==> src/rtl/otp_pkg.sv <==
// rtl/otp_pkg.sv - shared types and constants for the OTP shadow controller
`ifndef BUS_WIDTH
`define BUS_WIDTH 32
`endif
`ifndef DATA_WIDTH
`define DATA_WIDTH 32
`endif

package otp_pkg;

  // Boot-load sequencer states; DONE is terminal until reset.
  typedef enum logic [1:0] {
    LOAD_REQ  = 2'd0,
    LOAD_WAIT = 2'd1,
    DONE      = 2'd2
  } otp_state_e;

  // Fuse field positions inside shadow word 0.
  localparam int SDD_BIT   = 0;
  localparam int WLOCK_BIT = 1;

  // Counter widths: up to 16 words, read latency up to 4 cycles.
  localparam int IDX_W = 4;
  localparam int LAT_W = 2;

  // Byte distance between consecutive fuse words.
  localparam int WORD_STRIDE = `DATA_WIDTH / 8;

  function automatic int word_stride(input int data_width);
    return data_width / 8;
  endfunction

endpackage

==> src/rtl/otp_shadow_ctrl_if.sv <==
// rtl/otp_shadow_ctrl_if.sv - OTP RAM port bundle (read request/data, byte-enabled write)
interface otp_shadow_ctrl_if #(
  parameter int BUS_WIDTH  = `BUS_WIDTH,
  parameter int DATA_WIDTH = `DATA_WIDTH
);

  logic [BUS_WIDTH-1:0]    raddr;
  logic                    ren;
  logic [DATA_WIDTH-1:0]   rdata;
  logic [BUS_WIDTH-1:0]    waddr;
  logic [DATA_WIDTH-1:0]   wdata;
  logic [DATA_WIDTH/8-1:0] wen;

  // Requester side: issues reads and writes, receives read data.
  modport master (
    output raddr, ren, waddr, wdata, wen,
    input  rdata
  );

  // Responder side: accepts reads and writes, returns read data.
  modport slave (
    input  raddr, ren, waddr, wdata, wen,
    output rdata
  );

endinterface

==> src/rtl/otp_shadow_regs.sv <==
// rtl/otp_shadow_regs.sv - capture bank holding the shadowed fuse words
module otp_shadow_regs
  import otp_pkg::*;
#(
  parameter int NUM_WORDS  = 4,
  parameter int DATA_WIDTH = 32
) (
  input  logic                            clk,
  input  logic                            clr_i,
  input  logic                            wr_en_i,
  input  logic [IDX_W-1:0]                wr_idx_i,
  input  logic [DATA_WIDTH-1:0]           wr_data_i,
  output logic [NUM_WORDS*DATA_WIDTH-1:0] shadow_o
);

  for (genvar i = 0; i < NUM_WORDS; i++) begin : g_word
    logic [DATA_WIDTH-1:0] word_q;
    logic [DATA_WIDTH-1:0] word_d;
    logic                  hit;

    assign hit = wr_en_i && (wr_idx_i == IDX_W'(i));

    // Next value: load the incoming fuse word only when this slot is addressed.
    always_comb begin
      word_d = word_q;
      if (hit) begin
        word_d = wr_data_i;
      end
    end

    // Slot register; cleared so a restarted load never exposes stale fuses.
    always_ff @(posedge clk) begin
      if (clr_i) begin
        word_q <= '0;
      end else begin
        word_q <= word_d;
      end
    end

    assign shadow_o[i*DATA_WIDTH +: DATA_WIDTH] = word_q;
  end

endmodule

==> src/rtl/otp_shadow_ctrl.sv <==
// rtl/otp_shadow_ctrl.sv - boot-time OTP fuse shadow loader and port arbiter
module otp_shadow_ctrl
  import otp_pkg::*;
#(
  parameter int BUS_WIDTH  = `BUS_WIDTH,
  parameter int DATA_WIDTH = `DATA_WIDTH,
  parameter int NUM_WORDS  = 4,
  parameter int BASE_ADDR  = 'h10,
  parameter int RD_LAT     = 1
) (
  input  logic                            clk,
  input  logic                            reset,
  otp_shadow_ctrl_if.slave                m_ram,
  output logic                            m_ready,
  otp_shadow_ctrl_if.master               s_ram,
  output logic [NUM_WORDS*DATA_WIDTH-1:0] shadow_data,
  output logic                            load_done,
  output logic                            secure_debug_disable,
  output logic                            write_lock,
  output logic                            lock_violation
);

  otp_state_e       state_q, state_d;
  logic [IDX_W-1:0] word_idx_q, word_idx_d;
  logic [LAT_W-1:0] lat_cnt_q, lat_cnt_d;
  logic             load_done_q, load_done_d;
  logic             cap_en;
  logic             load_ren;
  logic             done;
  logic             last_word;
  logic [BUS_WIDTH-1:0] load_addr;

  assign done      = (state_q == DONE);
  assign last_word = (word_idx_q == IDX_W'(NUM_WORDS - 1));
  assign load_addr = BUS_WIDTH'(BASE_ADDR)
                   + BUS_WIDTH'(word_idx_q) * BUS_WIDTH'(word_stride(DATA_WIDTH));

  // Sequencer state and counters; reset restarts the load from word 0.
  always_ff @(posedge clk) begin
    if (reset) begin
      state_q     <= LOAD_REQ;
      word_idx_q  <= '0;
      lat_cnt_q   <= '0;
      load_done_q <= 1'b0;
    end else begin
      state_q     <= state_d;
      word_idx_q  <= word_idx_d;
      lat_cnt_q   <= lat_cnt_d;
      load_done_q <= load_done_d;
    end
  end

  // Next state: one read request, then wait out the slave latency and capture.
  always_comb begin
    state_d     = state_q;
    word_idx_d  = word_idx_q;
    lat_cnt_d   = lat_cnt_q;
    load_done_d = load_done_q;
    cap_en      = 1'b0;
    load_ren    = 1'b0;
    case (state_q)
      LOAD_REQ: begin
        load_ren  = 1'b1;
        lat_cnt_d = LAT_W'(RD_LAT - 1);
        state_d   = LOAD_WAIT;
      end
      LOAD_WAIT: begin
        if (lat_cnt_q == '0) begin
          cap_en = 1'b1;
          if (last_word) begin
            state_d     = DONE;
            load_done_d = 1'b1;
          end else begin
            word_idx_d = word_idx_q + 1'b1;
            state_d    = LOAD_REQ;
          end
        end else begin
          lat_cnt_d = lat_cnt_q - 1'b1;
        end
      end
      DONE: begin
        state_d = DONE;
      end
      default: begin
        state_d = LOAD_REQ;
      end
    endcase
  end

  otp_shadow_regs #(
    .NUM_WORDS  (NUM_WORDS),
    .DATA_WIDTH (DATA_WIDTH)
  ) u_regs (
    .clk       (clk),
    .clr_i     (reset),
    .wr_en_i   (cap_en),
    .wr_idx_i  (word_idx_q),
    .wr_data_i (s_ram.rdata),
    .shadow_o  (shadow_data)
  );

  // Security fields stay at their safe value until the load has finished.
  assign secure_debug_disable = done ? shadow_data[SDD_BIT]   : 1'b1;
  assign write_lock           = done ? shadow_data[WLOCK_BIT] : 1'b1;
  assign load_done            = load_done_q;
  assign m_ready              = done;

  // Port mux: the loader owns the slave port until DONE, then the master passes through.
  always_comb begin
    s_ram.raddr    = load_addr;
    s_ram.ren      = 1'b0;
    s_ram.waddr    = '0;
    s_ram.wdata    = '0;
    s_ram.wen      = '0;
    m_ram.rdata    = '0;
    lock_violation = 1'b0;
    if (done) begin
      s_ram.raddr = m_ram.raddr;
      s_ram.ren   = m_ram.ren;
      m_ram.rdata = s_ram.rdata;
      if (!write_lock) begin
        s_ram.waddr = m_ram.waddr;
        s_ram.wdata = m_ram.wdata;
        s_ram.wen   = m_ram.wen;
      end else begin
        lock_violation = |m_ram.wen;
      end
    end else begin
      s_ram.ren = load_ren;
    end
    if (reset) begin
      s_ram.ren = 1'b0;
    end
  end

endmodule

==> src/flat_wrapper.sv <==
// flat-port wrapper written by rule: the top's interface ports become plain ports
module otp_shadow_ctrl_flat import otp_pkg::*;
#(
  parameter int BUS_WIDTH  = `BUS_WIDTH,
  parameter int DATA_WIDTH = `DATA_WIDTH,
  parameter int NUM_WORDS  = 4,
  parameter int BASE_ADDR  = 'h10,
  parameter int RD_LAT     = 1
)
  (clk, reset, m_ready, shadow_data, load_done, secure_debug_disable, write_lock, lock_violation, m_ram_raddr, m_ram_ren, m_ram_waddr, m_ram_wdata, m_ram_wen, m_ram_rdata, s_ram_raddr, s_ram_ren, s_ram_waddr, s_ram_wdata, s_ram_wen, s_ram_rdata);
  otp_shadow_ctrl_if #(.BUS_WIDTH(BUS_WIDTH), .DATA_WIDTH(DATA_WIDTH)) m_ram_i ();
  otp_shadow_ctrl_if #(.BUS_WIDTH(BUS_WIDTH), .DATA_WIDTH(DATA_WIDTH)) s_ram_i ();
  input  logic clk;
  input  logic reset;
  output logic m_ready;
  output logic [NUM_WORDS*DATA_WIDTH-1:0] shadow_data;
  output logic load_done;
  output logic secure_debug_disable;
  output logic write_lock;
  output logic lock_violation;
  input wire logic [$bits(m_ram_i.raddr)-1:0] m_ram_raddr;
  input wire logic [$bits(m_ram_i.ren)-1:0] m_ram_ren;
  input wire logic [$bits(m_ram_i.waddr)-1:0] m_ram_waddr;
  input wire logic [$bits(m_ram_i.wdata)-1:0] m_ram_wdata;
  input wire logic [$bits(m_ram_i.wen)-1:0] m_ram_wen;
  output wire logic [$bits(m_ram_i.rdata)-1:0] m_ram_rdata;
  output wire logic [$bits(s_ram_i.raddr)-1:0] s_ram_raddr;
  output wire logic [$bits(s_ram_i.ren)-1:0] s_ram_ren;
  output wire logic [$bits(s_ram_i.waddr)-1:0] s_ram_waddr;
  output wire logic [$bits(s_ram_i.wdata)-1:0] s_ram_wdata;
  output wire logic [$bits(s_ram_i.wen)-1:0] s_ram_wen;
  input wire logic [$bits(s_ram_i.rdata)-1:0] s_ram_rdata;
  assign m_ram_i.raddr = m_ram_raddr;
  assign m_ram_i.ren = m_ram_ren;
  assign m_ram_i.waddr = m_ram_waddr;
  assign m_ram_i.wdata = m_ram_wdata;
  assign m_ram_i.wen = m_ram_wen;
  assign m_ram_rdata = m_ram_i.rdata;
  assign s_ram_raddr = s_ram_i.raddr;
  assign s_ram_ren = s_ram_i.ren;
  assign s_ram_waddr = s_ram_i.waddr;
  assign s_ram_wdata = s_ram_i.wdata;
  assign s_ram_wen = s_ram_i.wen;
  assign s_ram_i.rdata = s_ram_rdata;
  otp_shadow_ctrl #(.BUS_WIDTH(BUS_WIDTH), .DATA_WIDTH(DATA_WIDTH), .NUM_WORDS(NUM_WORDS), .BASE_ADDR(BASE_ADDR), .RD_LAT(RD_LAT)) u_core (.clk(clk), .reset(reset), .m_ram(m_ram_i), .m_ready(m_ready), .s_ram(s_ram_i), .shadow_data(shadow_data), .load_done(load_done), .secure_debug_disable(secure_debug_disable), .write_lock(write_lock), .lock_violation(lock_violation));
endmodule
==> config.mk <==
export PLATFORM = sky130hd
export DESIGN_NAME = otp_shadow_ctrl_flat
export DESIGN_NICKNAME = d
export VERILOG_FILES = /design/src/rtl/otp_pkg.sv /design/src/rtl/otp_shadow_ctrl_if.sv /design/src/rtl/otp_shadow_regs.sv /design/src/rtl/otp_shadow_ctrl.sv /design/src/flat_wrapper.sv
export SDC_FILE = /design/constraint.sdc
export NUM_CORES = 1
export LEC_CHECK = 0
export ABC_AREA = 1
export CORE_AREA = 2 2 157 159
export DETAILED_ROUTE_END_ITERATION = 10
export DIE_AREA = 0 0 159 161
export PLACE_DENSITY_LB_ADDON = 0.1
export SYNTH_ARGS = -nofsm -noshare
export SYNTH_HDL_FRONTEND = slang
export SYNTH_SLANG_ARGS = --single-unit
==> constraint.sdc <==
create_clock -name clk -period 1.9 [get_ports clk]
set_input_delay 0.38 -clock clk [delete_from_list [all_inputs] [get_ports clk]]
set_output_delay 0.38 -clock clk [all_outputs]
set_load 0.02 [all_outputs]
==> metrics.txt, run 1 <==
# TYPE chip_impl_metric gauge
chip_impl_metric{name="stdcell_count",unit=""} 1703
chip_impl_metric{name="report.final.slew_viol_count",unit=""} 0
chip_impl_metric{name="syn_avg_cell_area",unit="um2"} 6.495
chip_impl_metric{name="cap_violations",unit=""} 0
chip_impl_metric{name="final_layout_size_suffix_gt1_share",unit="%"} 26.61
chip_impl_metric{name="avgRoutedWirePerCell",unit="um"} 16.51
chip_impl_metric{name="yosysWarnings",unit=""} 0
chip_impl_info{name="worst_setup_path_end_kind",value="output port"} 1
chip_impl_metric{name="routed_wirelength",unit="um"} 28110
chip_impl_info{name="tritoncts",value="built"} 1
chip_impl_metric{name="static-leakage-power",unit="uW"} 0.005445
chip_impl_metric{name="ir_drop",unit="uV"} 489.5
chip_impl_metric{name="synthesis_to_layout_area_growth",unit="%"} 107.4
chip_impl_metric{name="overall_global_routing_resource_usage",unit="%"} 20.62
chip_impl_metric{name="fillerInstances",unit=""} 2431
chip_impl_info{name="clock_tree.root_cell",value="sky130_fd_sc_hd__clkbuf_16"} 1
chip_impl_metric{name="numClockSinks",unit=""} 137
chip_impl_metric{name="min_period_over_period",unit="%"} 109.5
chip_impl_metric{name="dpl.cell_count",unit=""} 1654
chip_impl_metric{name="skew",unit="ns"} 0.007626
chip_impl_metric{name="synth.distinct_cells",unit=""} 19
chip_impl_metric{name="fin_util",unit="%"} 51.50
chip_impl_metric{name="worst_pin_slew",unit="ns"} 0.3387
chip_impl_info{name="violations",value="negative setup slack"} 1
chip_impl_metric{name="drcViolationCount",unit=""} 0
chip_impl_metric{name="netlist_instances",unit=""} 916
chip_impl_metric{name="syn-cell-area",unit="mm2"} 0.005949
chip_impl_metric{name="overflow",unit=""} 0
chip_impl_metric{name="finish_stage_setup_viols",unit=""} 130
chip_impl_metric{name="vias_per_cell",unit=""} 4.187
chip_impl_metric{name="fmax",unit="GHz"} 0.4806
chip_impl_metric{name="postSynthNetCount",unit=""} 1058
chip_impl_metric{name="antennaDiodeCount",unit=""} 0
chip_impl_metric{name="ioPinCount",unit=""} 401
chip_impl_metric{name="fp.dieW",unit="um"} 159
chip_impl_metric{name="synth.yosys.seq_area_share",unit="%"} 46.10
chip_impl_metric{name="critical_path_arrival",unit="ns"} 1.70
chip_impl_metric{name="relSlewSlack",unit="%"} 77.35
chip_impl_metric{name="first_pass_grt_wire_length",unit="um"} 40660
chip_impl_metric{name="vias",unit=""} 7130
chip_impl_info{name="critical_path_class",value="flip-flop to output port"} 1
chip_impl_metric{name="period_needed",unit="ns"} 2.081
chip_impl_metric{name="grt_pass1_vias",unit=""} 6642
chip_impl_info{name="timing.critical_path.from_type",value="flip-flop"} 1
chip_impl_metric{name="initial_core_utilization",unit="%"} 24.83
chip_impl_metric{name="antenna_found_initial",unit=""} 0
chip_impl_info{name="hold_path_class",value="flip-flop to flip-flop"} 1
chip_impl_metric{name="hold_ws",unit="ns"} 0.4705
chip_impl_metric{name="grt_start_max_net_pins",unit=""} 69
chip_impl_metric{name="cts_clk_pin_slew_worst_paths",unit="ns"} 0.06
chip_impl_info{name="worstSetupStartpoint",value="u_core.state_q[1]"} 1
chip_impl_metric{name="clk-insertion-delay-late",unit="ns"} 0.43
chip_impl_metric{name="floorplan.core_area",unit="mm2"} 0.02396
chip_impl_info{name="worst_hold_startpoint",value="u_core.lat_cnt_q[1]"} 1
chip_impl_metric{name="full_die_area",unit="mm2"} 0.02560
chip_impl_metric{name="detailedRoute.firstIterationViolations",unit=""} 350
chip_impl_metric{name="routabilityCongestion",unit=""} 0.7923
chip_impl_metric{name="place_hpwl",unit="um"} 19590
chip_impl_metric{name="final_net_count",unit=""} 1508
chip_impl_metric{name="die_height",unit="um"} 161
chip_impl_metric{name="postRouteAntennaNets",unit=""} 0
chip_impl_metric{name="clock_tree.htree_level_count",unit=""} 4
chip_impl_metric{name="power_density_over_the_cells",unit="mW/mm2"} 700.7
chip_impl_metric{name="tritoncts.num_buffers",unit=""} 17
chip_impl_metric{name="detail_route.first_pass.iterations",unit=""} 4
chip_impl_metric{name="clk_path_buf_depth",unit=""} 2
chip_impl_metric{name="final_hold_viol_count",unit=""} 0
chip_impl_metric{name="fp-row-count",unit=""} 57
chip_impl_metric{name="synth_seq_cells",unit=""} 137
chip_impl_metric{name="setup_ws",unit="ns"} -0.1809
chip_impl_info{name="run_status",value="finished with violations"} 1
chip_impl_metric{name="port_buffers",unit=""} 400
chip_impl_metric{name="cts-hold-fix-buffers",unit=""} 0
chip_impl_metric{name="required_time_worst_endpoint",unit="ns"} 1.52
chip_impl_info{name="rsz0062_at_grt",value="true"} 1
chip_impl_metric{name="crit_path_max_fanout",unit=""} 21
chip_impl_info{name="timing.rr.start",value="u_core.lat_cnt_q[0]"} 1
-- state kept, by name, summed over array words and instances (netlist names) --
register	flops
u_core.state_q	2
u_core.load_done	1
u_core.lat_cnt_q	2
u_core.word_idx_q	4
u_core.u_regs.g_word.word_q	128
-- where the power goes --
group / total, uW / leakage [uW] / internal [uW] / switching (uW)
sequential: 3150 / 0.00111 / 3060 / 96.1
clock: 3710 / 0.000320 / 2370 / 1340
combinational: 1780 / 0.00401 / 850 / 930
total: 8650 / 0.00545 / 6280 / 2370
-- cell usage in the layout, fill, tap and decap left out, drive strengths merged --
| cell | netlist | layout |
|---|---|---|
| clkinvlp | 0 | 1 |
| clkinv | 0 | 8 |
| clkdlybuf4s50 | 0 | 262 |
| dfxtp | 137 | 137 |
| xor2 | 1 | 1 |
| nor2 | 398 | 398 |
| a41oi | 1 | 1 |
| a21oi | 3 | 3 |
| inv | 147 | 147 |
| ha | 7 | 7 |
| bufinv | 0 | 5 |
| or2 | 2 | 2 |
| nand3 | 3 | 3 |
| dlygate4sd2 | 0 | 2 |
| clkbuf | 38 | 22 |
| o21ai | 135 | 135 |
| buf | 15 | 216 |
| nand2 | 28 | 28 |
| nor3 | 1 | 1 |
-- final timing paths --
check	endpoint	slack, ns	cells after the start
max	s_ram_wdata[25]	-0.18	7
min	u_core.lat_cnt_q[1]	0.47	2
max reg2reg	u_core.u_regs.g_word[1].word_q[7]	0.26	8
min reg2reg	u_core.lat_cnt_q[1]	0.47	2
-- synthesized netlist by cell type --
| cell type | count | share of area [%] |
|---|---|---|
| sky130_fd_sc_hd__nor2_1 | 396 | 25 |
| sky130_fd_sc_hd__a41oi_1 | 1 | 0.15 |
| sky130_fd_sc_hd__xor2_1 | 1 | 0.15 |
| sky130_fd_sc_hd__or2_1 | 1 | 0.11 |
| sky130_fd_sc_hd__inv_1 | 145 | 9.1 |
| sky130_fd_sc_hd__o21ai_0 | 135 | 11 |
| sky130_fd_sc_hd__buf_6 | 1 | 0.19 |
| sky130_fd_sc_hd__dfxtp_1 | 137 | 46 |
| sky130_fd_sc_hd__ha_1 | 7 | 1.5 |
| sky130_fd_sc_hd__a21oi_1 | 3 | 0.25 |
| sky130_fd_sc_hd__buf_1 | 1 | 0.063 |
| sky130_fd_sc_hd__buf_2 | 13 | 1.1 |
| sky130_fd_sc_hd__nor3_1 | 1 | 0.084 |
| sky130_fd_sc_hd__nand2_1 | 28 | 1.8 |
| sky130_fd_sc_hd__clkbuf_1 | 38 | 2.4 |
| sky130_fd_sc_hd__nand3_1 | 3 | 0.25 |
| sky130_fd_sc_hd__inv_2 | 2 | 0.13 |
| sky130_fd_sc_hd__nor2_2 | 2 | 0.21 |
| sky130_fd_sc_hd__or2_2 | 1 | 0.11 |
-- layer usage --
layer  up-vias  global-route usage, %  part of all wire [%]
met5         -                      0                     0
met4         0                  4.587                   1.1
met2       216                  33.32                    48
met3        23                  6.497                   6.8
met1      3256                  27.06                    44
li1       3635                      -                     -
-- kinds of logic after synthesis --
logic type	share of synthesized area, %
flip-flops	46.10
AND/OR/NAND/NOR	27.51
buffers and inverters	13.02
XOR/XNOR	0.1472
adder cells (fa/ha/maj)	1.472
AO/OA/AOI/OAI	11.76
-- worst max-delay path, stage by stage (launching register included) --
cell and delay (ns):
sky130_fd_sc_hd__dfxtp_2 0.33, sky130_fd_sc_hd__inv_2 0.05, sky130_fd_sc_hd__nor2_4 0.09, sky130_fd_sc_hd__inv_2 0.06, sky130_fd_sc_hd__or2_4 0.28, sky130_fd_sc_hd__buf_12 0.18, sky130_fd_sc_hd__nor2_4 0.13, sky130_fd_sc_hd__buf_6 0.13
-- final cells by class --
class | count | area, um2 | share of cell area, %
flip-flops and latches | 137 | 2745 | 22.24
clock buffers | 18 | 439.2 | 3.559
repair buffers | 484 | 4950 | 40.11
inverters | 147 | 553.0 | 4.481
clock inverters | 14 | 220.2 | 1.784
well taps | 324 | 405.4 | 3.285
multi-input cells | 579 | 3028 | 24.54
-- per-stage QoR --
step / TNS (ns) / total power, uW / area (um2) / worst slack (ns)
6_report: -13.53 / 8647 / 12340 / -0.1809
5_1_grt: -24.60 / 9004 / 12340 / -0.2612
4_1_cts: -10.74 / 8649 / 11310 / -0.1955
3_5_place_dp: -22.67 / 4922 / 10720 / -0.2732
3_3_place_gp: -22.09 / 4910 / 10720 / -0.2723
2_1_floorplan: -0.05997 / 3919 / 5949 / -0.006663
-- what timing repair did --
action / CTS / global route
endpoints found under the setup margin: 138 / 141
cloned: 4 / 4
pin swaps: 1 / 2
gates resized for setup: 712 / 257
buffers inserted: 1 / 11
(Power assumes the default switching activity.)
==> run 2: changes to the inputs <==
--- a/config.mk
+++ b/config.mk
@@ -13,3 +13,4 @@
 export SYNTH_ARGS = -nofsm -noshare
 export SYNTH_HDL_FRONTEND = slang
 export SYNTH_SLANG_ARGS = --single-unit
+export TNS_END_PERCENT = 100
==> results of run 2 <==
The final DEF is identical to that of run 1; final timing and power are the same.
==> run 3: changes to the inputs <==
--- a/config.mk
+++ b/config.mk
@@ -9,8 +9,8 @@
 export CORE_AREA = 2 2 157 159
 export DETAILED_ROUTE_END_ITERATION = 10
 export DIE_AREA = 0 0 159 161
+export HOLD_SLACK_MARGIN = 0.08
 export PLACE_DENSITY_LB_ADDON = 0.1
 export SYNTH_ARGS = -nofsm -noshare
 export SYNTH_HDL_FRONTEND = slang
 export SYNTH_SLANG_ARGS = --single-unit
-export TNS_END_PERCENT = 100
==> results of run 3 <==
The final DEF is identical to that of run 1; final timing and power are the same.
